--- config.mk ---
export PLATFORM = sky130hd
export DESIGN_NAME = pc_sequencer
export DESIGN_NICKNAME = d
export VERILOG_FILES = /design/src/rtl/pc_sequencer.sv
export SDC_FILE = /design/constraint.sdc
export NUM_CORES = 1
export LEC_CHECK = 0
export BUFFER_PORTS_ARGS = -buffer_cell sky130_fd_sc_hd__buf_2
export CAP_MARGIN = 10
export CORE_ASPECT_RATIO = 1.5
export CORE_MARGIN = 10
export CORE_UTILIZATION = 45
export CTS_BUF_LIST = sky130_fd_sc_hd__clkbuf_8
export CTS_CLUSTER_SIZE = 16
export DETAILED_ROUTE_END_ITERATION = 10
export GPL_ROUTABILITY_DRIVEN = 0
export GPL_TIMING_DRIVEN = 0
export HOLD_SLACK_MARGIN = 0.08
export PLACE_DENSITY = 0.75
export SLEW_MARGIN = 20
export SYNTH_ARGS = -nofsm -noshare
export SYNTH_HDL_FRONTEND = slang
export SYNTH_SLANG_ARGS = --single-unit
--- constraint.sdc ---
create_clock -name CLK -period 3.7 [get_ports CLK]
set_clock_uncertainty 0.15 [all_clocks]
set_input_delay 0.37 -clock CLK [delete_from_list [all_inputs] [get_ports CLK]]
set_output_delay 0.37 -clock CLK [all_outputs]
set_load 0.03 [all_outputs]
--- src/rtl/pc_sequencer.sv ---
// Program-counter sequencer: launches one of three stored programs, then steps,
// branches, stalls or halts the PC each cycle under a RUN-cycle watchdog.
module pc_sequencer #(
  parameter int unsigned     PW         = 16,
  parameter int unsigned     CW         = 16,
  parameter logic [PW-1:0]   START0     = 0,
  parameter logic [PW-1:0]   START1     = 64,
  parameter logic [PW-1:0]   START2     = 128,
  parameter logic [PW-1:0]   PC_MAX     = 255,
  parameter int unsigned     MAX_CYCLES = 4000
) (
  input  logic          CLK,
  input  logic          init_n,
  input  logic          start,
  input  logic [1:0]    prog_sel,
  input  logic          instr_halt,
  input  logic          br_en,
  input  logic          br_cond,
  input  logic          br_rel,
  input  logic [PW-1:0] br_target,
  input  logic          mem_wait,
  output logic [PW-1:0] PC,
  output logic          fetch_valid,
  output logic          busy,
  output logic          done,
  output logic          halt,
  output logic          fault,
  output logic [CW-1:0] cycles,
  output logic [1:0]    dbg_state
);

  typedef enum logic [1:0] {
    S_IDLE  = 2'd0,
    S_RUN   = 2'd1,
    S_DONE  = 2'd2,
    S_FAULT = 2'd3
  } state_t;

  localparam logic [CW-1:0] WD_LAST = CW'(MAX_CYCLES - 1);

  state_t        r_state;
  logic          w_launch;
  logic [PW-1:0] w_start_pc;
  logic          w_taken;
  logic [PW-1:0] w_target;
  logic [CW-1:0] w_cyc_next;
  logic          w_fault;

  assign w_launch = start && (prog_sel != 2'd3);
  assign w_taken  = br_en && br_cond;
  // Relative targets wrap modulo 2^PW before the range check.
  assign w_target = br_rel ? (PC + br_target) : br_target;
  assign w_cyc_next = (&cycles) ? cycles : cycles + 1'b1;

  always_comb begin
    w_start_pc = START0;
    case (prog_sel)
      2'd1:    w_start_pc = START1;
      2'd2:    w_start_pc = START2;
      default: w_start_pc = START0;
    endcase
  end

  // Watchdog trips regardless of stalls; otherwise only a PC move can fault.
  assign w_fault = (cycles >= WD_LAST) ||
                   (!mem_wait && (w_taken ? (w_target > PC_MAX) : (PC == PC_MAX)));

  assign fetch_valid = (r_state == S_RUN) && !mem_wait;
  assign dbg_state   = r_state;

  always_ff @(posedge CLK or negedge init_n) begin
    if (!init_n) begin
      r_state <= S_IDLE;
      PC      <= '0;
      busy    <= 1'b0;
      done    <= 1'b0;
      halt    <= 1'b0;
      fault   <= 1'b0;
      cycles  <= '0;
    end else begin
      done <= 1'b0;
      case (r_state)
        S_RUN: begin
          cycles <= w_cyc_next;
          if (instr_halt) begin
            r_state <= S_DONE;
            busy    <= 1'b0;
            done    <= 1'b1;
            halt    <= 1'b1;
          end else if (w_fault) begin
            r_state <= S_FAULT;
            busy    <= 1'b0;
            halt    <= 1'b1;
            fault   <= 1'b1;
          end else if (!mem_wait) begin
            PC <= w_taken ? w_target : PC + 1'b1;
          end
        end
        default: begin
          if (w_launch) begin
            r_state <= S_RUN;
            PC      <= w_start_pc;
            cycles  <= '0;
            busy    <= 1'b1;
            halt    <= 1'b0;
            fault   <= 1'b0;
          end
        end
      endcase
    end
  end

endmodule

==> out/metrics.cfg, run 1 <==
[critical_path]
worstSetupPathType = reg -> reg
cp_num_cells = 13
reg2reg_to = PC[6]
r2r-start = PC[0]
path_cells = ha_4 > inv_1 > fa_2 > nand2b_4 > a21o_4 > a21oi_4 > mux2i_1 > a211o_1 > or4_4 > o211a_1 > buf_6 > nor2_8 > mux2_1
startpoint = PC[0]
reg2reg_depth = 13
slowest_stage = or4_4
arrival_ps = 3650
cp-start-kind = flop
cp.buffers_inverters = 2
slowest_delay_ps = 570
rrSetupSlack_ps = 70
end_kind = flop
path_max_fanout = 10
worstPathRequired_ps = 3720
cp-endpoint = PC[6]
path_delay_family = compound AO/OA/AOI/OAI gates

[grt]
antenna_found_initial = 0
gr-total-overflow = 0
grt_start_max_net_pins = 38
grt_util_all_layers_pct = 17.67
grt_pass1_wl_um = 16040
grt_pass1_vias = 3401

[synthesis]
synth_top_area_cell = dfrtp_1
postSynthAreaPerCell_sq_um = 7.859
synth_edf_count = 0
netlist_instances = 412
synth_top_family_by_area = compound AO/OA/AOI/OAI gates
synth-seq-cells = 37
synth_cell_type_count = 65
synth.top_cells.by_area = dfrtp_1 29%, ha_1 6.6%, nor2_1 5.4%
synth_top_area_share_pct = 28.59
yosys.area_share.simple_pct = 25.77
synth.most_common_cell = nor2_1
synthTopCellsByCount = 47 x nor2_1, 46 x nand2_1, 37 x dfrtp_1
yosysWarnings = 0
ys.flop_type = dfrtp_1
synth_compound_area_share_pct = 26.70
synthMuxAreaShare_pct = 3.246
synth_adder_area_share_pct = 7.187
async_flop_share_pct = 100.0
seq_area_frac_synth_pct = 28.59
synth-xor-area-share_pct = 4.598
synthesis.nets = 456
syn_area_sq_um = 3238

[routing]
viasPerCell = 6.165
finalWirelength_um = 10060
wl_per_cell_um = 17.68
vias = 3508
drt_iter0_drc = 327
remaining_drc_errors = 0
antenna_left = 0
drt_first_pass_iters = 6

[cts]
cts_root_buf = clkbuf_8
cts_sinks = 37
path_clk_slew_ps = 80
cts_buffer_depth = 2
worst_skew_pair.late_latency_ps = 290
htreeDepth = 2
cts_tree = done
cts_buffers = 5

[flow_run]
drv_cap = 0

[place]
postPlaceCellArea_sq_um = 3657
dpl.hpwl_um = 7745
post-place-ws_ps = -177.3
portBuffers = 64

[floorplanning]
start_util_pct = 46.63
design.core.area_sq_um = 6944
fp.dieArea_sq_um = 11060
die_w_um = 89.26
boundaryPins = 65
die_h_um = 123.9
std_cell_rows = 37

[hold_path]
hold_class = in -> reg
whs_path_depth = 2
worstHoldStart = instr_halt

[sta]
hold_viol_final = 0
tightest_slew_ps = 854.6
hold-worst-slack_ps = 277.2
fmax_ghz = 0.2753
rsz0062_at_grt = true
relSlewSlack_pct = 43.03
fin_crit_ps = 3632
finalSetupViolCount = 0
setup_slack_ps = 68.22
finalCritPeriodShare_pct = 98.16
slew_viol_final = 0
finalSetupTns_ps = 0

[pwr]
seqPwrFrac_pct = 27.9
p_per_area_nw_per_um2 = 593.6
swShare_pct = 50.89
ir_worst_vdd_v = 0.0003552
p_comb_share_pct = 60.2
p_sw_mw = 1.181
power_frac_clock_pct = 11.9
report.power.total_mw = 2.321
p_leak_nw = 1.806
internal_power_mw = 1.140

[status]
status = complete, no violations

[layout]
drive_above_1_share_pct = 23.01
fin_nets = 534
antennaDiodeCount = 0
stdcell_area_sq_um = 3910
syn_to_final_growth_pct = 20.75

==> power groups by stage <==
stage               combinational [mW]  clock (mW)  sequential [mW]
CTS                               1.31       0.281            0.633
global placement                  1.25           0            0.637
finish                            1.40       0.276            0.647
global route                      1.53       0.298            0.659
floorplan                        0.758           0            0.786
detailed placement                1.27           0            0.644
==> how the worst min path moves through the flow <==
stage | end | slack, ps
final | done | 280
after global routing | done | 280
after CTS | done | 270
after detailed placement | fault | 340
after global placement | fault | 350
after floorplan | PC[0] | -80
==> through the flow <==
stage | cells | utilization (%)
after global routing | 569 | 56.31
after CTS | 565 | 54.59
final | 569 | 56.31
after detailed placement | 554 | 52.67
after floorplan | 412 | -
after global placement | 554 | 52.67
==> final cells by class <==
type,count,area [sq um]
Fill cell,658,3034
Multi-Input combinational cell,345,2293
Sequential cell,37,930.9
Timing Repair Buffer,72,382.9
Tap cell,78,97.59
Buffer,17,77.57
Clock buffer,5,68.82
Inverter,12,45.04
Clock inverter,3,13.76
==> routing by layer <==
metal	routed length (um)	global-route usage, %	vias to the layer above
li1	-	-	1683
met1	4011	19.29	1673
met2	5168	33.12	124
met3	605	3.072	28
met4	274	5.689	0
met5	0	0	-
==> worst reg2reg max path: stages (launching register included) <==
cell      delay, ps
dfrtp_2         400
ha_4            160
inv_1            60
fa_2            360
nand2b_4        160
a21o_4          230
a21oi_4         190
mux2i_1          90
a211o_1         260
or4_4           570
o211a_1         250
buf_6           150
nor2_8          140
mux2_1          340
==> registers in the layout, summed over array words and instances (netlist names) <==
register / count
dbg_state: 1
fault: 1
halt: 1
PC: 16
busy: 1
cycles: 16
done: 1
==> timing repair <==
action | in CTS | in global routing
hold endpoints to repair | 37 | 0
pin swaps | 2 | 10
endpoints found under the setup margin | 13 | 13
setup buffers | 2 | 5
hold buffers | 1 | 0
gates resized for setup | 7 | 15
==> logic make-up (layout without fill, tap and decap cells) <==
logic type / count (synthesis) / count (layout)
mux: 10 / 10
buf+inv: 30 / 109
simple gates: 173 / 173
xor+xnor: 17 / 17
flops: 37 / 37
compound gates: 127 / 127
fa+ha+maj: 18 / 18
==> cell usage in the layout, fill, tap and decap left out, drive strengths merged, types with 8 or more instances in the layout <==
cell	netlist	layout
xnor2	8	8
nand2	46	46
nand4	9	9
ha	17	17
nand3	20	20
buf	5	76
a21oi	26	26
dfrtp	37	37
a31oi	9	9
xor2	9	9
inv	12	13
nor3	12	12
clkbuf	13	17
and3	12	12
o21ai	35	35
o211ai	8	8
nor2	49	49
No activity file was read; power rests on OpenSTA's default activity.
==> run 2: changes to the inputs <==
- CORE_UTILIZATION: 45 -> 50
- PLACE_DENSITY: 0.75 -> 0.74
==> run 2 against run 1 <==
Flip-flop and latch count is the same. Sequential share of layout area rose by 0.44 points. Worst hold slack lost 8.2 ps. Critical endpoint unchanged. Largest cell class unchanged.
==> out/metrics.cfg, run 2 (synthesis results as in run 1) <==
[grt]
antenna_found_initial = 0  ; unchanged
grt_pass1_vias = 3426  ; +0.74%
gr-total-overflow = 0  ; unchanged
grt_util_all_layers_pct = 18.86  ; +1.2 points
grt_start_max_net_pins = 38  ; unchanged
grt_pass1_wl_um = 16310  ; +1.7%

[routing]
viasPerCell = 6.185  ; +0.33%
wl_per_cell_um = 17.89  ; +1.2%
antenna_left = 0  ; unchanged
drt_iter0_drc = 234  ; -28%
vias = 3470  ; -1.1%
drt_first_pass_iters = 5  ; -1
finalWirelength_um = 10040  ; -0.25%
remaining_drc_errors = 0  ; unchanged

[layout]
post-route-util_pct = 61.65  ; +5.3 points
reg_top3 = PC x16, cycles x16
stdcell_area_sq_um = 3834  ; -2.0%
syn_to_final_growth_pct = 18.39
final_cell_mix = 66 x buf_2, 47 x nor2_1, 46 x nand2_1
final_common_cell = buf_2
final_cells = 561  ; -1.4%
fin_nets = 530  ; -0.75%
drive_above_1_share_pct = 21.36  ; -1.7 points
antennaDiodeCount = 0  ; unchanged

[critical_path]
arrival_ps = 3670  ; +20 ps
path_max_fanout = 10  ; unchanged
worstPathRequired_ps = 3730  ; about the same
worstSetupPathType = reg -> reg
end_kind = flop
cp-start-kind = flop

[sta]
finalCritPeriodShare_pct = 98.20  ; about the same
slew_viol_final = 0  ; unchanged
hold-worst-slack_ps = 269.1  ; -8.151 ps
setup_slack_ps = 66.51  ; -1.712 ps
finalSetupTns_ps = 0  ; unchanged
relSlewSlack_pct = 42.90  ; -0.13 points
fin_crit_ps = 3633  ; +1.712 ps
hold_viol_final = 0  ; unchanged
fmax_ghz = 0.2752  ; about the same
finalSetupViolCount = 0  ; unchanged
tightest_slew_ps = 856.6  ; +2.003 ps

[floorplanning]
fp.dieArea_sq_um = 10160  ; -8.1%
boundaryPins = 65  ; unchanged
start_util_pct = 52.07  ; +5.4 points
design.core.area_sq_um = 6218  ; -10%
std_cell_rows = 35  ; -5.4%
die_h_um = 118.6  ; -4.3%
die_w_um = 85.71  ; -4.0%

[place]
post-place-ws_ps = -153.1  ; +24.13 ps
dpl.hpwl_um = 7736  ; -0.11%
portBuffers = 64  ; unchanged
postPlaceCellArea_sq_um = 3652  ; -0.14%
dp_cells = 550  ; -0.72%

[status]
status = complete, no violations

[pwr]
p_per_area_nw_per_um2 = 594.8  ; +0.19%
report.power.total_mw = 2.280  ; -1.8%
p_leak_nw = 1.797  ; -0.52%
ir_worst_vdd_v = 0.0004731  ; +33%

[cts]
path_clk_slew_ps = 80  ; about the same
cts_root_buf = clkbuf_8
cts_tree = done
worst_skew_pair.late_latency_ps = 300  ; about the same
cts_buffer_depth = 2  ; unchanged
htreeDepth = 2  ; unchanged
cts_sinks = 37  ; unchanged
cts_buffers = 5  ; unchanged

[flow_run]
drv_cap = 0  ; unchanged

[hold_path]
hold_class = in -> reg

==> run 2: cell types whose count changed in the layout (fill, tap and decap cells not counted) <==
cell,delta
clkinv_2,-2
a21oi_1,+1
inv_1,+1
a21oi_2,-1
ha_4,-4
dfrtp_1,+1
buf_4,-3
clkbuf_8,+1
clkbuf_1,-1
ha_2,+1
dfrtp_2,-1
ha_1,+3
==> run 2: final timing paths <==
path	startpoint	end	slack (ps)	cells past startpoint
max in group asynchronous	init_n	PC[2]	2240	2
worst max register to register	PC[10]	PC[6]	70	12
worst min-delay path	start	halt	270	3
worst max-delay path	PC[10]	PC[6]	70	12
min in group asynchronous	init_n	halt	580	2
worst min register to register	fault	fault	380	1
==> run 2: report_power, final <==
part | total (mW) | internal [mW] | switching (mW)
Clock | 0.297 | 0.147 | 0.150
Sequential | 0.634 | 0.496 | 0.137
Combinational | 1.35 | 0.478 | 0.871
Total | 2.28 | 1.12 | 1.16
==> run 2: what timing repair did <==
item	CTS	global route
resized for setup	3	13
buffers inserted	1	3
endpoints found under the setup margin	6	14
pin swaps	0	6
cloned	0	0
endpoints found under the hold margin	37	0
hold buffers	1	0
==> run 2: area by class of cell <==
cell class | instances | area, sq um
inverter | 12 | 45.04
fill | 578 | 2385
tap | 74 | 92.59
multi-input combinational | 345 | 2242
buffer | 16 | 73.82
timing repair buffer | 69 | 360.3
sequential | 37 | 929.6
clock buffer | 6 | 82.58
clock inverter | 2 | 7.507
==> run 2: routing by layer <==
layer  vias up  routed length [um]  global-route usage, %
li1       1662                   -                      -
met1      1665                3970                  20.53
met2       122                5254                  34.55
met3        21                 557                  3.230
met4         0                 252                  7.335
met5         -                   0                      0
==> run 2: critical path: stages (launching register included) <==
cell,delay [ps]
dfrtp_1,470
ha_1,300
buf_2,180
a21oi_2,200
o21ai_0,190
a41oi_2,230
xnor2_1,90
mux2_2,290
or4_4,540
o211a_1,250
buf_6,150
nor2_8,140
mux2_1,340
